===== config.mk =====
export PLATFORM = sky130hd
export DESIGN_NAME = axi_lite_cmd_queue
export DESIGN_NICKNAME = d
export VERILOG_FILES = /design/src/rtl/axi_lite_cmd_queue.sv
export SDC_FILE = /design/constraint.sdc
export NUM_CORES = 1
export LEC_CHECK = 0
export CAP_MARGIN = 5
export CORE_ASPECT_RATIO = 0.8
export CORE_MARGIN = 3
export CORE_UTILIZATION = 58
export CTS_CLUSTER_SIZE = 20
export DETAILED_ROUTE_END_ITERATION = 10
export HOLD_SLACK_MARGIN = 0.1
export PLACE_DENSITY_LB_ADDON = 0.12
export SYNTH_ARGS = -nofsm -noshare
export SYNTH_HDL_FRONTEND = slang
export SYNTH_SLANG_ARGS = --single-unit

===== constraint.sdc =====
create_clock -name clk -period 5.8 [get_ports clk]
set_clock_uncertainty 0.1 [all_clocks]
set_input_delay 1.16 -clock clk [delete_from_list [all_inputs] [get_ports clk]]
set_output_delay 1.16 -clock clk [all_outputs]
set_load 0.02 [all_outputs]

===== src/rtl/axi_lite_cmd_queue.sv =====
// Command queue in front of the AXI4-Lite master: buffers read/write commands,
// issues them one at a time as strobes, waits for completion or timeout, returns one response each.
module axi_lite_cmd_queue #(
    parameter int DEPTH   = 4,
    parameter int ADDR_W  = 32,
    parameter int DATA_W  = 32,
    parameter int TIMEOUT = 64
) (
    input  logic                     clk,
    input  logic                     reset,
    input  logic                     cmd_valid,
    output logic                     cmd_ready,
    input  logic                     cmd_write,
    input  logic [ADDR_W-1:0]        cmd_addr,
    input  logic [DATA_W-1:0]        cmd_wdata,
    output logic                     wr_en,
    output logic                     rd_en,
    output logic [ADDR_W-1:0]        addr,
    output logic [DATA_W-1:0]        wdata_in,
    input  logic [DATA_W-1:0]        rdata_out,
    input  logic                     write_done,
    input  logic                     read_done,
    output logic                     rsp_valid,
    input  logic                     rsp_ready,
    output logic                     rsp_write,
    output logic [DATA_W-1:0]        rsp_rdata,
    output logic                     rsp_err,
    output logic [$clog2(DEPTH):0]   count
);
    localparam int PW = $clog2(DEPTH);
    localparam int CW = PW + 1;
    localparam int TW = $clog2(TIMEOUT);

    typedef enum logic [1:0] {S_IDLE, S_ISSUE, S_WAIT, S_RESP} state_e;

    logic              mem_write_q [DEPTH];
    logic [ADDR_W-1:0] mem_addr_q  [DEPTH];
    logic [DATA_W-1:0] mem_wdata_q [DEPTH];

    logic [PW-1:0]     wr_ptr_q, wr_ptr_d, rd_ptr_q, rd_ptr_d;
    logic [CW-1:0]     count_q, count_d;
    state_e            state_q;
    logic              op_write_q;
    logic [TW-1:0]     timer_q;
    logic              wdone_q, rdone_q;
    logic              wr_en_q, rd_en_q, rsp_valid_q, rsp_write_q, rsp_err_q;
    logic [ADDR_W-1:0] addr_q;
    logic [DATA_W-1:0] wdata_q, rsp_rdata_q;
    logic              push, pop, done_edge;

    assign cmd_ready = (count_q != CW'(DEPTH));
    assign push      = cmd_valid && cmd_ready;
    assign pop       = (state_q == S_IDLE) && (count_q != '0) && !rsp_valid_q;
    // Only a fresh rising edge of the active op's done counts; a level left high is stale.
    assign done_edge = op_write_q ? (write_done && !wdone_q) : (read_done && !rdone_q);

    // NOTE: every signal assigned in always_comb gets a default first so no latch is inferred.
    always_comb begin
        wr_ptr_d = wr_ptr_q;
        rd_ptr_d = rd_ptr_q;
        count_d  = count_q;
        if (push) wr_ptr_d = wr_ptr_q + PW'(1);
        if (pop)  rd_ptr_d = rd_ptr_q + PW'(1);
        case ({push, pop})
            2'b10:   count_d = count_q + CW'(1);
            2'b01:   count_d = count_q - CW'(1);
            default: count_d = count_q;
        endcase
    end

    // NOTE: storage array is deliberately not reset; occupancy is tracked by pointers and count.
    always_ff @(posedge clk) begin
        if (push) begin
            mem_write_q[wr_ptr_q] <= cmd_write;
            mem_addr_q[wr_ptr_q]  <= cmd_addr;
            mem_wdata_q[wr_ptr_q] <= cmd_wdata;
        end
    end

    // NOTE: sequential state uses non-blocking assignments so all registers update together.
    always_ff @(posedge clk or negedge reset) begin
        if (!reset) begin
            wr_ptr_q <= '0;
            rd_ptr_q <= '0;
            count_q  <= '0;
        end else begin
            wr_ptr_q <= wr_ptr_d;
            rd_ptr_q <= rd_ptr_d;
            count_q  <= count_d;
        end
    end

    always_ff @(posedge clk or negedge reset) begin
        if (!reset) begin
            state_q     <= S_IDLE;
            op_write_q  <= 1'b0;
            addr_q      <= '0;
            wdata_q     <= '0;
            wr_en_q     <= 1'b0;
            rd_en_q     <= 1'b0;
            timer_q     <= '0;
            wdone_q     <= 1'b0;
            rdone_q     <= 1'b0;
            rsp_valid_q <= 1'b0;
            rsp_write_q <= 1'b0;
            rsp_err_q   <= 1'b0;
            rsp_rdata_q <= '0;
        end else begin
            wdone_q <= write_done;
            rdone_q <= read_done;
            wr_en_q <= 1'b0;
            rd_en_q <= 1'b0;
            case (state_q)
                S_IDLE: begin
                    if (pop) begin
                        op_write_q <= mem_write_q[rd_ptr_q];
                        addr_q     <= mem_addr_q[rd_ptr_q];
                        wdata_q    <= mem_wdata_q[rd_ptr_q];
                        state_q    <= S_ISSUE;
                    end
                end
                S_ISSUE: begin
                    wr_en_q <= op_write_q;
                    rd_en_q <= !op_write_q;
                    timer_q <= '0;
                    state_q <= S_WAIT;
                end
                S_WAIT: begin
                    if (done_edge) begin
                        rsp_valid_q <= 1'b1;
                        rsp_write_q <= op_write_q;
                        rsp_err_q   <= 1'b0;
                        rsp_rdata_q <= op_write_q ? '0 : rdata_out;
                        state_q     <= S_RESP;
                    end else if (timer_q == TW'(TIMEOUT - 1)) begin
                        rsp_valid_q <= 1'b1;
                        rsp_write_q <= op_write_q;
                        rsp_err_q   <= 1'b1;
                        rsp_rdata_q <= '0;
                        state_q     <= S_RESP;
                    end else begin
                        timer_q <= timer_q + TW'(1);
                    end
                end
                S_RESP: begin
                    if (rsp_ready) begin
                        rsp_valid_q <= 1'b0;
                        state_q     <= S_IDLE;
                    end
                end
                default: state_q <= S_IDLE;
            endcase
        end
    end

    assign wr_en     = wr_en_q;
    assign rd_en     = rd_en_q;
    assign addr      = addr_q;
    assign wdata_in  = wdata_q;
    assign rsp_valid = rsp_valid_q;
    assign rsp_write = rsp_write_q;
    assign rsp_rdata = rsp_rdata_q;
    assign rsp_err   = rsp_err_q;
    assign count     = count_q;
endmodule


== Word-level counts from Yosys, hierarchy flattened ==
Memory sizes are Yosys's and may differ from the RTL's. A register that Yosys moved wholly into a read port is not among the register bits.
Cells that the tools add are included.

* Flip-flop bits (word level): 54
* RAM bits: 260
* Output and inout bits: 105
* Word-level logic and storage cells: 80
* Memories: 3

* $add $sub $neg: 5
* Equality and inequality tests: 12
* Muxes and demuxes: 24
* Reductions and logical operators: 23

{| class="wikitable"
|+ Memories
! name !! depth !! bits a word !! read ports !! clocked after Yosys merged registers in !! wr ports !! line !! text
|-
| mem_addr_q || 4 || 32 || 1 || 1 || 1 || 37 || <nowiki>logic [ADDR_W-1:0] mem_addr_q [DEPTH];</nowiki>
|-
| mem_wdata_q || 4 || 32 || 1 || 1 || 1 || 38 || <nowiki>logic [DATA_W-1:0] mem_wdata_q [DEPTH];</nowiki>
|-
| mem_write_q || 4 || 1 || 1 || 1 || 1 || 36 || <nowiki>logic mem_write_q [DEPTH];</nowiki>
|}

{| class="wikitable"
|+ Operators with widths
! operator !! count
|-
| $mux 32 || 3
|-
| $mux 6 || 2
|-
| $pmux 6 s2 || 1
|-
| $mux 1 || 11
|-
| $reduce_and 3->1 || 3
|-
| $mux 2 || 4
|-
| $ne 2x2->1 const B || 4
|-
| $pmux 2 s4 || 1
|-
| $reduce_bool 2->1 || 4
|-
| $logic_not 1->1 || 7
|-
| $add 6x1->6 const B || 1
|-
| $eq 2x2->1 const B || 3
|-
| $eq 6x6->1 const B || 1
|-
| $ne 3x3->1 const B || 2
|-
| $pmux 3 s2 || 1
|-
| $logic_and 1x1->1 || 5
|-
| $add 2x1->2 const B || 2
|-
| $eq 2x1->1 const B || 2
|-
| $reduce_and 2->1 || 2
|-
| $add 3x1->3 const B || 1
|-
| $reduce_bool 3->1 || 1
|-
| $sub 3x1->3 const B || 1
|-
| $logic_not 2->1 || 1
|-
| $pmux 1 s2 || 1
|}

== Longest topological paths before layout ==
* Word-level depth: 5
* Depth in mapped cells: 11

== Worst setup path after synthesis ==
OpenSTA, ideal clock, no wires.

* Path type: input-to-reg
* Start: input port cmd_valid
* End: memory mem_addr_q[0][0], enable pin
* Arrival time: 2727 ps
* Data required time: 5270 ps
* Slack: 2543 ps
* Stages: 1
* Buffers on the path: 0
* Cells stage by stage: and3_1

* Word-level cells in the longest chain between the ends: 3

{| class="wikitable"
|+ Ends and longest elaborated chain
! item !! line !! text
|-
| from (decl) || 11 || <nowiki>input logic cmd_valid,</nowiki>
|-
| $logic_and 1x1->1 || 52 || <nowiki>assign push = cmd_valid && cmd_ready;</nowiki>
|-
| $mux 1 || 73 || <nowiki>if (push) begin</nowiki>
|-
| $mux 1 (not written as such) || 75 || <nowiki>mem_addr_q[wr_ptr_q] <= cmd_addr;</nowiki>
|-
| to (decl) || 37 ||
|}

No other way between the ends.

== Worst setup path in the final report ==
* Start: register count_q[0], in the netlist count[0]
* End: output port cmd_ready

* Word-level cells in the longest chain between the ends: 1

{| class="wikitable"
|+ Ends and longest elaborated chain
! item !! line !! text
|-
| from (decl) || 41 || <nowiki>logic [CW-1:0] count_q, count_d;</nowiki>
|-
| from (signal assigned) || 89 || <nowiki>count_q <= count_d;</nowiki>
|-
| $ne 3x3->1 || 51 || <nowiki>assign cmd_ready = (count_q != CW'(DEPTH));</nowiki>
|-
| to (decl) || 12 || <nowiki>output logic cmd_ready,</nowiki>
|}

No other way between the ends.

==> results.cfg <==
[clock_tree]
clock_sinks = 379
cts_setup_buffers = 0
tritoncts = yes
clkSlewWorstSetupHoldPaths_ns = 0.07
clk_latency_ns = 0.50
cts-root-buf = clkbuf_16
hold_buffers = 0
cts_htree_levels = 2
cts_resized = 0
clockBufferDepth = 3
cts-buffers-inserted = 36

[routing]
vias = 7394
drtIter0Drc = 509
ant_nets = 0
post_drt_wl_per_cell_um = 21.6
drcViolationCount = 0
drt_wl_total_um = 27700
routed_via_density = 5.76
drtPass1Iterations = 4

[setup_path]
path_buf_inv = 2
critical_path.cell_chain = inv_1 > nand3_1 > clkdlybuf4s50_1
crit_fanout = 6
cp.required_ns = 4.54
r2r_start = rd_ptr_q[0]
crit_type = reg -> out
crit_start = count[0]
end_kind = output port
reg2reg_depth = 3
cpPeakStageDelay_ns = 0.66
crit_slowest_cell = clkdlybuf4s50_1
crit_family = buffers and inverters
cp.arrival_ns = 1.89
cp_num_cells = 3
startpoint_type = flop

[cells_and_area]
synthToLayoutAreaGrowth_pct = 24.2
layout_commonest_cell = edfxtp_1
final_nets = 1058
layout_common_cells = edfxtp_1 (260), clkdlybuf4s50_1 (206), dfrtp_1 (117)
finalCoreUtilization_pct = 74.7
drive_gt1_share_pct = 20.5
fillers = 1369

[global_route]
grt_pass1_wl_um = 44700
grt_max_degree = 72
antenna_found_initial = 3
grt_pass1_vias = 7960
grt_use_total_pct = 21.3
grt.overflow.total = 0

[placed_design]
io_buffers = 207
dpl.hpwl_um = 16600
place_congestion = 0.848

[sta]
relSlewSlack_pct = 31.0
fin_setup_tns_ns = 0
finalHoldViolations = 0
min_period_ns = 3.15
grt_setup_unrepaired = false
setup_violations = 0
slew_violations = 0
max_freq_mhz = 318
worst_pin_slew_ns = 1.04
fin_crit_sh_pct = 54.3

[floorplan]
die_area_um2 = 26700
start_util_pct = 60.1
ios = 208
core_area_um2 = 23900
rows = 50
die_w_um = 182
die_h_um = 147

[min_path]
hold_path_class = reg -> reg
whs_path_depth = 1
hp-start = addr[19]

[power_and_ir_drop]
peakVddDrop_uv = 301
p_leak_uw = 0.00641
p_per_area_nw_per_um2 = 542

[logic_synthesis]
synth_area_per_cell_um2 = 19.8
ys_types = 42
yosysWarnings = 0
syn_inst = 725
ys_ff_latch = 379
netlist_area_um2 = 14400
yosysSeqAreaShare_pct = 75.1
synth_nets = 839

[run_status]
outcome = completed

[run]
max_cap_violations = 0
-- final cells by class --
class	count	area [um2]	share of cell area (%)
timing repair buffer	213	2120	11.9
sequential	379	10800	60.5
inverter	43	161	0.904
tap	312	390	2.19
clock inverter	14	141	0.792
multi-input combinational	271	3240	18.1
antenna	2	5.00	0.0280
clock buffer	50	1000	5.63
-- cell families after synthesis --
logic type | Yosys count | synth area share [%]
buffers and inverters | 75 | 2.65
adder cells (fa/ha/maj) | 11 | 1.01
XOR/XNOR | 6 | 0.366
AND/OR/NAND/NOR | 70 | 2.67
multiplexers | 133 | 16.2
AO/OA/AOI/OAI | 51 | 2.00
flip-flops | 379 | 75.1
-- stage by stage --
stage                     cell area [um2]  cells  power [uW]  hold slack, ns  setup WS (ns)
after floorplan                     14400    725        6240           0.373           2.54
after global placement              16700   1218        7360           0.389           2.62
after detailed placement            16700   1218        7480           0.396           2.42
after CTS                           17800   1282        9780           0.411           2.63
after global routing                17800   1283       10200           0.421           2.55
final                               17800   1284        9670           0.407           2.65
-- state kept, by name (all words and copies together), names as in the netlist, 2 cells and up --
register     flops
mem_wdata_q    128
wr_ptr_q         2
count            3
state_q          2
rsp_rdata       32
timer_q          6
mem_addr_q     128
addr            32
rd_ptr_q         2
mem_write_q      4
wdata_in        32
-- power breakdown --
group / leakage, uW / switching (uW) / internal (uW)
Combinational: 0.00202 / 1490 / 1700
Clock: 0.000561 / 920 / 1340
Sequential: 0.00383 / 511 / 3710
-- path summary, 6_finish.rpt --
| path | slack, ns | end |
|---|---|---|
| max in group asynchronous | 3.77 | rsp_rdata[18] |
| min in group asynchronous | 0.50 | wdata_in[31] |
| hold / removal | 0.41 | addr[19] |
| hold reg to reg | 0.41 | addr[19] |
| setup reg to reg | 3.09 | addr[20] |
| setup / recovery | 2.65 | cmd_ready |
-- metal layers --
layer | global-route usage [%] | share of wire [%] | vias up
met5 | 0 | 0.097 | -
met2 | 33.9 | 49 | 284
met3 | 4.88 | 7.3 | 64
met1 | 30.0 | 42 | 3799
met4 | 6.62 | 2.6 | 4
li1 | - | - | 3243
-- worst register-to-register path, stage by stage, from the launching register on --
cell     delay, ns
dfrtp_4       0.93
buf_4         0.63
mux4_2        0.67
mux2_4        0.28
-- cells in the mapped netlist --
library cell	n	area [um2]
o21a_1	2	15.0
nor3b_1	1	7.51
o2111ai_1	1	8.76
xor2_1	3	26.3
o22ai_1	1	6.26
edfxtp_1	260	7810
a31o_2	1	8.76
ha_1	10	125
o2111a_1	1	11.3
nor2_1	2	7.51
o31ai_1	1	7.51
or3_1	2	12.5
o32a_1	1	10.0
clkbuf_1	12	45.0
buf_2	12	60.1
or4b_4	1	13.8
mux2_4	28	420
o21ai_0	38	190
mux2_2	39	439
and3_1	4	25.0
nand2_1	9	33.8
a31oi_1	1	6.26
nor2b_1	2	12.5
nor3b_2	1	12.5
nor3_2	1	10.0
o311ai_1	1	8.76
mux2_1	1	11.3
nor3_1	1	5.00
inv_1	43	161
buf_4	3	22.5
xnor2_1	3	26.3
and2_1	3	18.8
nand2b_1	1	6.26
buf_6	1	11.3
mux4_2	65	1460
dfrtp_1	119	2980
nand3_1	40	200
or3b_4	1	11.3
a21oi_1	3	15.0
nand3b_1	1	7.51
buf_12	4	80.1
fa_1	1	20.0
(Power assumes the default switching activity.)
